**src/rtl/sm_route_sequencer.sv**
```systemverilog
`timescale 1ns/1ps
// -----------------------------------------------------------------------------
// sm_route_sequencer
//
// Route controller for the soil-monitoring bot. A small programmable action
// table holds one action per node. The block watches the node count from the
// node detector. At each new node it either commands the motor/turn block or
// the soil sampler, using request/done handshakes. Line following is enabled
// only while the bot is travelling between nodes.
//
// Ports
//   clk_50       in   clock, all logic on the rising edge
//   reset        in   synchronous active-high reset
//   start        in   one-cycle pulse, begins the route (IDLE or DONE only)
//   route_len    in   [4:0] number of valid table entries (0..16), sampled on start
//   route_we     in   table write strobe (ignored while busy)
//   route_waddr  in   [3:0] table write address
//   route_wdata  in   [2:0] action code to write
//   nodes        in   [5:0] node count from the node detector
//   turn_done    in   turn finished
//   sample_done  in   sampling finished
//   reset_count  out  one-cycle clear of the node detector count
//   follow_en    out  line following enable
//   turn_req     out  turn request, held until turn_done
//   turn_cmd     out  [1:0] 00 straight, 01 left, 10 right, 11 U-turn
//   sample_req   out  sampling request, held until sample_done
//   node_index   out  [3:0] current / next table entry
//   busy         out  high outside IDLE, DONE and FAULT
//   done         out  route complete
//   fault        out  fault latched, cleared only by reset
// -----------------------------------------------------------------------------
module sm_route_sequencer #(
   parameter int unsigned ROUTE_DEPTH    = 16,
   parameter int unsigned TURN_TIMEOUT   = 100_000_000,
   parameter int unsigned SAMPLE_TIMEOUT = 500_000_000
) (
   input  logic       clk_50,
   input  logic       reset,
   input  logic       start,
   input  logic [4:0] route_len,
   input  logic       route_we,
   input  logic [3:0] route_waddr,
   input  logic [2:0] route_wdata,
   input  logic [5:0] nodes,
   input  logic       turn_done,
   input  logic       sample_done,
   output logic       reset_count,
   output logic       follow_en,
   output logic       turn_req,
   output logic [1:0] turn_cmd,
   output logic       sample_req,
   output logic [3:0] node_index,
   output logic       busy,
   output logic       done,
   output logic       fault
);

   typedef enum logic [3:0] {
      S_IDLE,
      S_CLEAR,
      S_FOLLOW,
      S_FETCH,
      S_TURN,
      S_SAMPLE,
      S_ADVANCE,
      S_DONE,
      S_FAULT
   } state_t;

   // The timer starts at 0 in the first wait cycle, so comparing against
   // TIMEOUT-1 gives a request that is held for exactly TIMEOUT cycles.
   localparam logic [31:0] TURN_LIMIT   = 32'(TURN_TIMEOUT - 1);
   localparam logic [31:0] SAMPLE_LIMIT = 32'(SAMPLE_TIMEOUT - 1);

   state_t      state_q,      state_d;
   logic [4:0]  route_len_q,  route_len_d;
   logic [3:0]  node_index_q, node_index_d;
   logic [1:0]  turn_cmd_q,   turn_cmd_d;
   logic [5:0]  prev_nodes_q, prev_nodes_d;
   logic [31:0] timer_q,      timer_d;
   logic [2:0]  act_tab_q [ROUTE_DEPTH];
   logic [2:0]  act_tab_d [ROUTE_DEPTH];

   logic        node_event;
   logic        node_jump;
   logic [2:0]  fetch_code;
   logic        busy_w;

   assign busy_w = (state_q != S_IDLE) && (state_q != S_DONE) && (state_q != S_FAULT);

   // A step of exactly +1 (wrapping 63->0) is a node. A drop to 0 from
   // anywhere else is the detector clearing itself and is not an error.
   assign node_event = (nodes == (prev_nodes_q + 6'd1));
   assign node_jump  = (nodes != prev_nodes_q) && !node_event && (nodes != 6'd0);

   assign fetch_code = act_tab_q[node_index_q];

   // Action table: writes are locked out while a route is running.
   always_comb begin
      act_tab_d = act_tab_q;
      if (route_we && !busy_w) begin
         act_tab_d[route_waddr] = route_wdata;
      end
   end

   // Table contents deliberately survive reset.
   always_ff @(posedge clk_50) begin
      act_tab_q <= act_tab_d;
   end

   always_comb begin
      state_d      = state_q;
      route_len_d  = route_len_q;
      node_index_d = node_index_q;
      turn_cmd_d   = turn_cmd_q;
      prev_nodes_d = (state_q == S_CLEAR) ? 6'd0 : nodes;
      timer_d      = ((state_q == S_TURN) || (state_q == S_SAMPLE)) ? (timer_q + 32'd1) : 32'd0;

      case (state_q)
         S_IDLE, S_DONE: begin
            if (start) begin
               route_len_d  = route_len;
               node_index_d = 4'd0;
               state_d      = (route_len == 5'd0) ? S_DONE : S_CLEAR;
            end
         end
         S_CLEAR: begin
            state_d = S_FOLLOW;
         end
         S_FOLLOW: begin
            if (node_event) begin
               state_d = S_FETCH;
            end else if (node_jump) begin
               state_d = S_FAULT;
            end
         end
         S_FETCH: begin
            case (fetch_code)
               3'b000, 3'b001, 3'b010, 3'b011: begin
                  turn_cmd_d = fetch_code[1:0];
                  state_d    = S_TURN;
               end
               3'b100:  state_d = S_SAMPLE;
               3'b101:  state_d = S_DONE;
               default: state_d = S_FAULT;
            endcase
         end
         S_TURN: begin
            if (turn_done) begin
               state_d = S_ADVANCE;
            end else if (timer_q >= TURN_LIMIT) begin
               state_d = S_FAULT;
            end
         end
         S_SAMPLE: begin
            if (sample_done) begin
               state_d = S_ADVANCE;
            end else if (timer_q >= SAMPLE_LIMIT) begin
               state_d = S_FAULT;
            end
         end
         S_ADVANCE: begin
            // Compare in 5 bits so a 16-entry route ends after index 15.
            node_index_d = node_index_q + 4'd1;
            if (({1'b0, node_index_q} + 5'd1) == route_len_q) begin
               state_d = S_DONE;
            end else begin
               state_d = S_FOLLOW;
            end
         end
         S_FAULT: begin
            state_d = S_FAULT;
         end
         default: begin
            state_d = S_IDLE;
         end
      endcase
   end

   always_ff @(posedge clk_50) begin
      if (reset) begin
         state_q      <= S_IDLE;
         route_len_q  <= 5'd0;
         node_index_q <= 4'd0;
         turn_cmd_q   <= 2'd0;
         prev_nodes_q <= 6'd0;
         timer_q      <= 32'd0;
      end else begin
         state_q      <= state_d;
         route_len_q  <= route_len_d;
         node_index_q <= node_index_d;
         turn_cmd_q   <= turn_cmd_d;
         prev_nodes_q <= prev_nodes_d;
         timer_q      <= timer_d;
      end
   end

   // Outputs decode directly from the registered state.
   assign reset_count = (state_q == S_CLEAR);
   assign follow_en   = (state_q == S_FOLLOW);
   assign turn_req    = (state_q == S_TURN);
   assign turn_cmd    = (state_q == S_TURN) ? turn_cmd_q : 2'd0;
   assign sample_req  = (state_q == S_SAMPLE);
   assign node_index  = node_index_q;
   assign busy        = busy_w;
   assign done        = (state_q == S_DONE);
   assign fault       = (state_q == S_FAULT);

endmodule

```
**config.mk**
```make
export PLATFORM = sky130hd
export DESIGN_NAME = sm_route_sequencer
export DESIGN_NICKNAME = d
export VERILOG_FILES = /design/src/rtl/sm_route_sequencer.sv
export SDC_FILE = /design/constraint.sdc
export NUM_CORES = 1
export LEC_CHECK = 0
export ABC_AREA = 1
export ABC_CLOCK_PERIOD_IN_PS = 3800
export CAP_MARGIN = 15
export CELL_PAD_IN_SITES_DETAIL_PLACEMENT = 0
export CELL_PAD_IN_SITES_GLOBAL_PLACEMENT = 1
export CORE_MARGIN = 4
export CORE_UTILIZATION = 30
export CTS_CLUSTER_SIZE = 20
export DETAILED_ROUTE_END_ITERATION = 12
export GPL_TIMING_DRIVEN = 1
export PLACE_DENSITY = 0.58
export SLEW_MARGIN = 20
export SYNTH_ARGS = -nofsm -noshare
export SYNTH_HDL_FRONTEND = slang
export SYNTH_SLANG_ARGS = --single-unit
```
**constraint.sdc**
```tcl
create_clock -name clk_50 -period 3.8 [get_ports clk_50]
set_clock_uncertainty 0.05 [all_clocks]
set_input_delay 0.76 -clock clk_50 [delete_from_list [all_inputs] [get_ports clk_50]]
set_output_delay 0.76 -clock clk_50 [all_outputs]
set_load 0.1 [all_outputs]
```
==> Word-level counts from Yosys, hierarchy flattened <==
Cells that the tools add are included.
{ "op_classes": {"reduce_logical": 23, "shifts": 0, "n_eq_ne": 22, "div_mod_pow": 0, "bitwise_logic": 3, "n_mux": 20, "add_sub_neg": 4, "multipliers": 0, "n_lt_le_gt_ge": 5} }
{ "ops": {"columns": ["cell", "n"], "rows": [
  ["$bwmux W48", 1],
  ["$add A32 B1 Y32 const B", 1],
  ["$ge A32 B27 Y1 const B", 1],
  ["$ge A32 B29 Y1 const B", 1],
  ["$mux W4", 8],
  ["$pmux W4 S8", 1],
  ["$eq A4 B3 Y1 const B", 4],
  ["$mux W3", 5],
  ["$bmux W3 S4", 1],
  ["$demux W3 S4", 1],
  ["$pmux W4 S3", 1],
  ["$ge A5 B5 Y1 const B", 2],
  ["$not A4 Y5", 2],
  ["$eq A4 B2 Y1 const B", 2],
  ["$pmux W4 S2", 1],
  ["$add A6 B1 Y6 const B", 1],
  ["$eq A3 B2 Y1 const B", 2],
  ["$eq A3 B3 Y1 const B", 2],
  ["$eq A6 B6 Y1", 1],
  ["$logic_and A1 B1 Y1", 6],
  ["$ne A3 B2 Y1 const B", 2],
  ["$ne A6 B6 Y1", 1],
  ["$reduce_and A2 Y1", 3],
  ["$reduce_bool A6 Y1", 1],
  ["23 further kinds", 26]
]} }
{ "totals": {"latchBits": 0, "ram_bits": 0, "wordCells": 99, "n_memories": 0, "romBits": 0, "inputBits": 24, "output_inout_bits": 13, "ff_bits": 101} }

==> Longest topological paths before layout <==
Gate-level depths: netlist of run 1.
{ "depth": {"depth_word": 8, "depth_mapped": 15, "mapped_depth_nobuf": 15} }

==> Least setup slack after synthesis of run 1 <==
Ideal clock, no wire load.
{ "synth_path": {"path_type": "register to output", "startpoint": "reg state_q[2]", "endpoint": "out reset_count", "t_required_ps": 2990, "path_slack_ps": 441, "n_path_buf": 0, "path_stages_with_launch": 4, "arrival_time_ps": 2549, "cell_sequence": "dfxtp_1 > inv_1 > nand2_1 > nor3_1"} }
{ "synth_between": {"elab_chain_len": 1} }
{ "synth_rtl": {"columns": ["item", "line_no", "text"], "rows": [
  ["start: declaration", "75", "state_t state_q, state_d;"],
  ["start signal: assignment", "189", "state_q <= state_d;"],
  ["$eq A4 B1 Y1", "199", "assign reset_count = (state_q == S_CLEAR);"],
  ["end: declaration", "47", "output logic reset_count,"]
]} }
No other way between the ends.

==> Worst setup path after layout of run 1 <==
{ "layout_path": {"startpoint": "reg node_index_q[3], in the netlist node_index[3]", "endpoint": "out node_index[3]"} }
{ "layout_rtl": {"columns": ["item", "line_no", "text"], "rows": [
  ["start: declaration", "77", "logic [3:0] node_index_q, node_index_d;"],
  ["start signal: assignment", "191", "node_index_q <= node_index_d;"],
  ["end: declaration", "52", "output logic [3:0] node_index,"]
]} }
No word-level cell between the ends.

==> impl_metrics.csv, run 1 <==
group,metric,value,unit
run_status,outcome,"completed",
worst_setup_path,path_class,"reg2out",
sta,slew_viol_final,0,
worst_setup_path,crit_arrival,1990,ps
finish,n_antenna_cell,0,
sta,hold_ws,414,ps
hold_path,hold_class,"reg2reg",
power,p_leak,2.40,nW
yosys,async_reset_ff_frac,0,
power,power.density,482,mW/mm²
worst_setup_path,crit_slowest_cell,"clkdlybuf4s50_1",
sta,slew_headroom,0.355,
floorplanning,coreArea,0.0172,mm²
routing,drc,0,
finish,nets,786,
sta,fmax,0.357,GHz
finish,area_growth_syn_to_layout,16.9,%
grt,antenna_found_initial,0,
power,peakVddDrop,0.000411,V
routing,firstDrtPassIters,4,
grt,use_met1,0.199,
grt,grt_max_degree,35,
routing,postRouteAntennaNets,0,
place,place_area,0.00585,mm²
yosys,synthesis.nets,747,
yosys,ys_types,34,
worst_setup_path,cpPeakStageDelay,1180,ps
worst_setup_path,ff2ff_setup_slack,1690,ps
power,finalPower,0.00297,W
clocking,cts_hold_buf,0,
place,dp_hpwl,10200,µm
sta,fin_tns_setup,0,ps
floorplanning,start_util,0.305,
clocking,numCtsBuffers,9,
routing,vias_per_cell,4.68,
floorplanning,die_w,140,µm
floorplanning,die_y,140,µm
yosys,netlist_area,0.00526,mm²
worst_setup_path,crit_path_start_kind,"flop",
place,portBuffers,36,
place,place_congestion,0.802,
floorplanning,ios,37,
worst_setup_path,worstPathRequired,2990,ps
clocking,clk_pin_slew,80,ps
place,dp_slack,1280,ps
sta,period_minus_slack,2800,ps
floorplanning,die_area,0.0197,mm²
finish,multiInputGateArea,0.00235,mm²
yosys,ys_seq_area_frac,0.475,
worst_setup_path,crit_fanout,7,
routing,vias,4626,
grt,grt_use_total,0.141,
worst_setup_path,path_buf_inv,1,
yosys,synth-seq-cells,101,
routing,first_iter_violations,213,
yosys,ys_warn_count,0,
routing,routedWlPerCell,13.9,µm
clocking,htree_levels,3,
clocking,cts_root_buf,"clkbuf_16",
worst_setup_path,crit_path_cell_trace,"clkdlybuf4s50_1",
finish,design_area,0.00616,mm²
finish,seqCellArea,0.00250,mm²
grt,busiest_layer,"met2",
floorplanning,num_rows,48,
sta,period_share,0.738,
grt,use_met3,0.0215,
clocking,clk_path_buf_depth,2,
sta,final_hold_viol_count,0,
grt,grt_pass1_vias,4373,
grt,met2_usage,0.219,
sta,rsz0062_at_grt,"false",
yosys,avgSynthCellArea,7.31,µm²
flow_run,drv_cap,0,
clocking,cts_resized,0,
yosys,synth-main-ff-cell,"dfxtp_1",
sta,fin_ws,997,ps
clocking,worstSkewPairLatency,350,ps
yosys,synth_cells,720,
worst_setup_path,setup.worst_path.end_class,"output pin",
finish,fill_cells,1790,
finish,layout-drive-gt1-share,0.0694,
grt,grt_pass1_wl,22300,µm
clocking,cts.sinks,101,
routing,totalWireLength,13700,µm
yosys,synth_edf_count,48,
clocking,post_cts_buffers,0,
worst_setup_path,cp_top_family,"buffers and inverters",
sta,tightestPinTransition,965,ps
sta,setup_violations,0,
grt,overflow,0,
clocking,tritoncts,"yes",
[area by class of cell]
cell class / instances / share of cell area
clock inverter: 7 / 0.0136
inverter: 97 / 0.0591
multi-input combinational: 511 / 0.381
tap: 225 / 0.0457
clock buffer: 9 / 0.0366
sequential: 101 / 0.407
timing repair buffer: 39 / 0.0573
[Yosys cell counts (3+ instances only)]
cell type,instances,area share
nand2_1,183,0.13
nor2_1,126,0.090
inv_1,91,0.065
nand3_1,60,0.057
dfxtp_1,53,0.20
edfxtp_1,48,0.27
o21ai_0,28,0.027
a21oi_1,27,0.026
nor3_1,23,0.022
nand4_1,13,0.015
buf_2,8,0.0076
inv_2,6,0.0043
xor2_1,6,0.010
nor2_2,5,0.0059
o211ai_1,4,0.0057
xnor2_1,4,0.0067
clkbuf_1,3,0.0021
ha_1,3,0.0071
nand3_2,3,0.0057
nor3b_1,3,0.0043
o21a_1,3,0.0043
or2_0,3,0.0036
[registers in the layout, indices dropped and copies added, names as in the netlist]
| name | count |
|---|---|
| route_len_q | 5 |
| prev_nodes_q | 6 |
| turn_cmd_q | 2 |
| node_index | 4 |
| state_q | 4 |
| act_tab_q | 48 |
| timer_q | 32 |
[report_power, final]
part,switching (W),internal (W)
Sequential,0.0000466,0.00120
Clock,0.000469,0.000473
Combinational,0.000565,0.000214
Total,0.00108,0.00189
[placed cells by master (no fill, tap or decap), drive strengths merged]
cell type	count
nand3b	2
o211ai	4
clkbuf	9
a31oi	1
edfxtp	48
nor4	3
or2	6
nor2	133
clkdlybuf4s50	24
a21oi	27
o21bai	2
buf	15
dfxtp	53
o21ai	29
clkinv	3
xnor2	4
inv	101
and2	1
o21a	3
nand3	63
nor3	24
nand4	13
ha	3
xor2	6
nand2	184
nor3b	3
[metrics by stage]
step	std cells	util
after floorplan	720	-
after global placement	973	0.339
after detailed placement	973	0.339
after CTS	989	0.357
after global routing	989	0.357
final	989	0.357
[metal layers]
layer / routed length, µm / share of wire
met1: 6900 / 0.50
met3: 497 / 0.036
met5: 0 / 0
met4: 240 / 0.018
met2: 6080 / 0.44
[path summary, 6_finish.rpt]
path                                    from  cells after the start                 endpoint
hold / removal         timer_q[0]$_SDFF_PP0_                      1    timer_q[0]$_SDFF_PP0_
hold reg to reg        timer_q[0]$_SDFF_PP0_                      1    timer_q[0]$_SDFF_PP0_
setup reg to reg  node_index[1]$_SDFFE_PP0P_                     10  state_q[1]$_SDFFE_PP0P_
setup / recovery  node_index[3]$_SDFFE_PP0P_                      1            node_index[3]
[cell families after synthesis]
family / Yosys count / synth area share
xor gates and xnor gates: 10 / 0.0166
buffers and inverters: 108 / 0.0789
AOI/OAI and AO/OA: 66 / 0.0680
and+or+nand+nor: 432 / 0.354
adders and majority gates: 3 / 0.00713
DFF: 101 / 0.475
(Power assumes the default switching activity.)
==> run 2, diff against run 1 <==
--- a/config.mk
+++ b/config.mk
@@ -6,7 +6,7 @@
 export NUM_CORES = 1
 export LEC_CHECK = 0
 export ABC_AREA = 1
-export ABC_CLOCK_PERIOD_IN_PS = 3800
+export ABC_CLOCK_PERIOD_IN_PS = 2740
 export CAP_MARGIN = 15
 export CELL_PAD_IN_SITES_DETAIL_PLACEMENT = 0
 export CELL_PAD_IN_SITES_GLOBAL_PLACEMENT = 1
==> constraint.sdc (replaced) <==
create_clock -name clk_50 -period 2.74 [get_ports clk_50]
set_clock_uncertainty 0.05 [all_clocks]
set_input_delay 0.548 -clock clk_50 [delete_from_list [all_inputs] [get_ports clk_50]]
set_output_delay 0.548 -clock clk_50 [all_outputs]
set_load 0.1 [all_outputs]
==> impl_metrics.csv, run 2 (same netlist as run 1, synthesis figures left out) <==
group,metric,value,unit
grt,busiest_layer,"met2",
clocking,tritoncts,"yes",
sta,slew_headroom,0.579,
worst_setup_path,r2r-end,"act_tab_q[31]$_DFFE_PP_",
finish,nets,789,
power,power.density,675,mW/mm²
routing,postRouteAntennaNets,0,
sta,rsz0062_at_grt,"false",
floorplanning,ios,37,
routing,vias_per_cell,4.55,
worst_setup_path,crit_path_cell_trace,"inv_1 -> nand2_1 -> nor2_1 -> buf_4",
grt,grt_pass1_wl,22700,µm
place,place_congestion,0.824,
hold_path,hold_depth,2,
sta,final_hold_viol_count,0,
floorplanning,die_w,140,µm
routing,first_iter_violations,281,
sta,fmax,0.474,GHz
sta,fin_ws,628,ps
floorplanning,start_util,0.305,
worst_setup_path,path_class,"reg2out",
sta,fin_tns_setup,0,ps
sta,setup_violations,0,
flow_run,drv_cap,0,
clocking,cts_root_buf,"clkbuf_16",
clocking,clk_path_buf_depth,2,
sta,period_share,0.771,
hold_path,min_from,"turn_cmd_q[0]$_SDFFE_PP0P_",
grt,use_met1,0.209,
grt,use_met3,0.0236,
worst_setup_path,crit_arrival,1510,ps
clocking,htree_levels,3,
run_status,outcome,"completed",
worst_setup_path,reg2reg_from,"state_q[2]$_SDFFE_PP0P_",
finish,final_common_cell,"nand2_1",
routing,firstDrtPassIters,5,
worst_setup_path,crit_path_start_kind,"flop",
worst_setup_path,ff2ff_setup_slack,640,ps
hold_path,hold_class,"reg2reg",
clocking,worstSkewPairLatency,350,ps
clocking,cts_resized,0,
grt,grt_max_degree,29,
place,dp_hpwl,10400,µm
grt,grt_use_total,0.144,
worst_setup_path,crit_path_start,"state_q[2]$_SDFFE_PP0P_",
finish,final_cell_mix,"nand2_1 (183), nor2_1 (125), inv_1 (91)",
routing,totalWireLength,13900,µm
clocking,post_cts_buffers,0,
power,peakVddDrop,0.000445,V
power,p_leak,2.42,nW
clocking,cts_hold_buf,0,
hold_path,holdPathEnd,"turn_cmd_q[0]$_SDFFE_PP0P_",
grt,met2_usage,0.219,
sta,period_minus_slack,2110,ps
finish,fill_cells,1790,
finish,n_antenna_cell,0,
sta,tightestPinTransition,630,ps
finish,top_regs,"act_tab_q x48, timer_q x32, prev_nodes_q x6",
finish,regMostFlops,"act_tab_q",
worst_setup_path,cpPeakStageDelay,350,ps
clocking,clk_pin_slew,70,ps
finish,largest_reg_flops,48,
floorplanning,num_rows,48,
worst_setup_path,r2r_cells,8,
worst_setup_path,worstPathRequired,2140,ps
finish,area_growth_syn_to_layout,17.7,%
finish,layout-drive-gt1-share,0.0756,
worst_setup_path,setup.worst_path.end_class,"output pin",
sta,slew_viol_final,0,
floorplanning,die_y,140,µm
grt,grt_pass1_vias,4410,
clocking,numCtsBuffers,9,
floorplanning,coreArea,0.0172,mm²
routing,drc,0,
clocking,cts.sinks,101,
floorplanning,die_area,0.0197,mm²
routing,routedWlPerCell,14.0,µm
place,dp_slack,379,ps
grt,antenna_found_initial,0,
worst_setup_path,crit_fanout,4,
routing,vias,4516,
grt,overflow,0,
finish,postLayoutCoreUtil,0.360,
worst_setup_path,crit_slowest_cell,"buf_4",
place,portBuffers,36,
## run 2: cell count changes in the layout (fill, tap and decap cells not counted), sizes merged
cell,previous run,this run
inv,101,100
buf,15,19
bufinv,0,1
clkinv,3,2
clkbuf,9,10
clkdlybuf4s50,24,23
## run 2: worst max-delay path by stage
stage | end | slack, ps
finish | follow_en | 630
global route | act_tab_q[6]$_DFFE_PP_ | 320
CTS | follow_en | 590
detailed placement | act_tab_q[32]$_DFFE_PP_ | 380
global placement | act_tab_q[15]$_DFFE_PP_ | 390
floorplan | act_tab_q[0]$_DFFE_PP_ | 60
## run 2: routing by layer
metal / vias up / wire (µm)
met5: - / 0
met3: 12 / 601
met4: 0 / 193
met2: 71 / 5920
li1: 2412 / -
met1: 2021 / 7190
## run 2: cell type report
cell class	instances	area (µm²)	share of cell area
Sequential cell	101	2500	0.404
Multi-Input combinational cell	511	2350	0.380
Timing Repair Buffer	42	385	0.0622
Inverter	97	364	0.0588
Tap cell	225	282	0.0454
Clock buffer	10	229	0.0369
Clock inverter	6	81.3	0.0131
## run 2: per-stage QoR
stage | hold slack [ps] | area [µm²] | total power, W | instances
floorplan | 379 | 5270 | 0.00257 | 720
global placement | 391 | 5890 | 0.00287 | 976
detailed placement | 409 | 5890 | 0.00288 | 976
CTS | 421 | 6200 | 0.00424 | 992
global route | 427 | 6200 | 0.00443 | 992
finish | 420 | 6200 | 0.00418 | 992
## run 2: power breakdown
| part | switching, W | internal, W |
|---|---|---|
| Clock | 0.000618 | 0.000729 |
| Sequential | 0.0000697 | 0.00167 |
| Combinational | 0.000785 | 0.000313 |
## run 2: critical path, delay by kind of cell, from the launching register on
family | cells | cell delay [ps]
and+or+nand+nor | 2 | 380
buffers and inverters | 2 | 430
DFF | 1 | 340
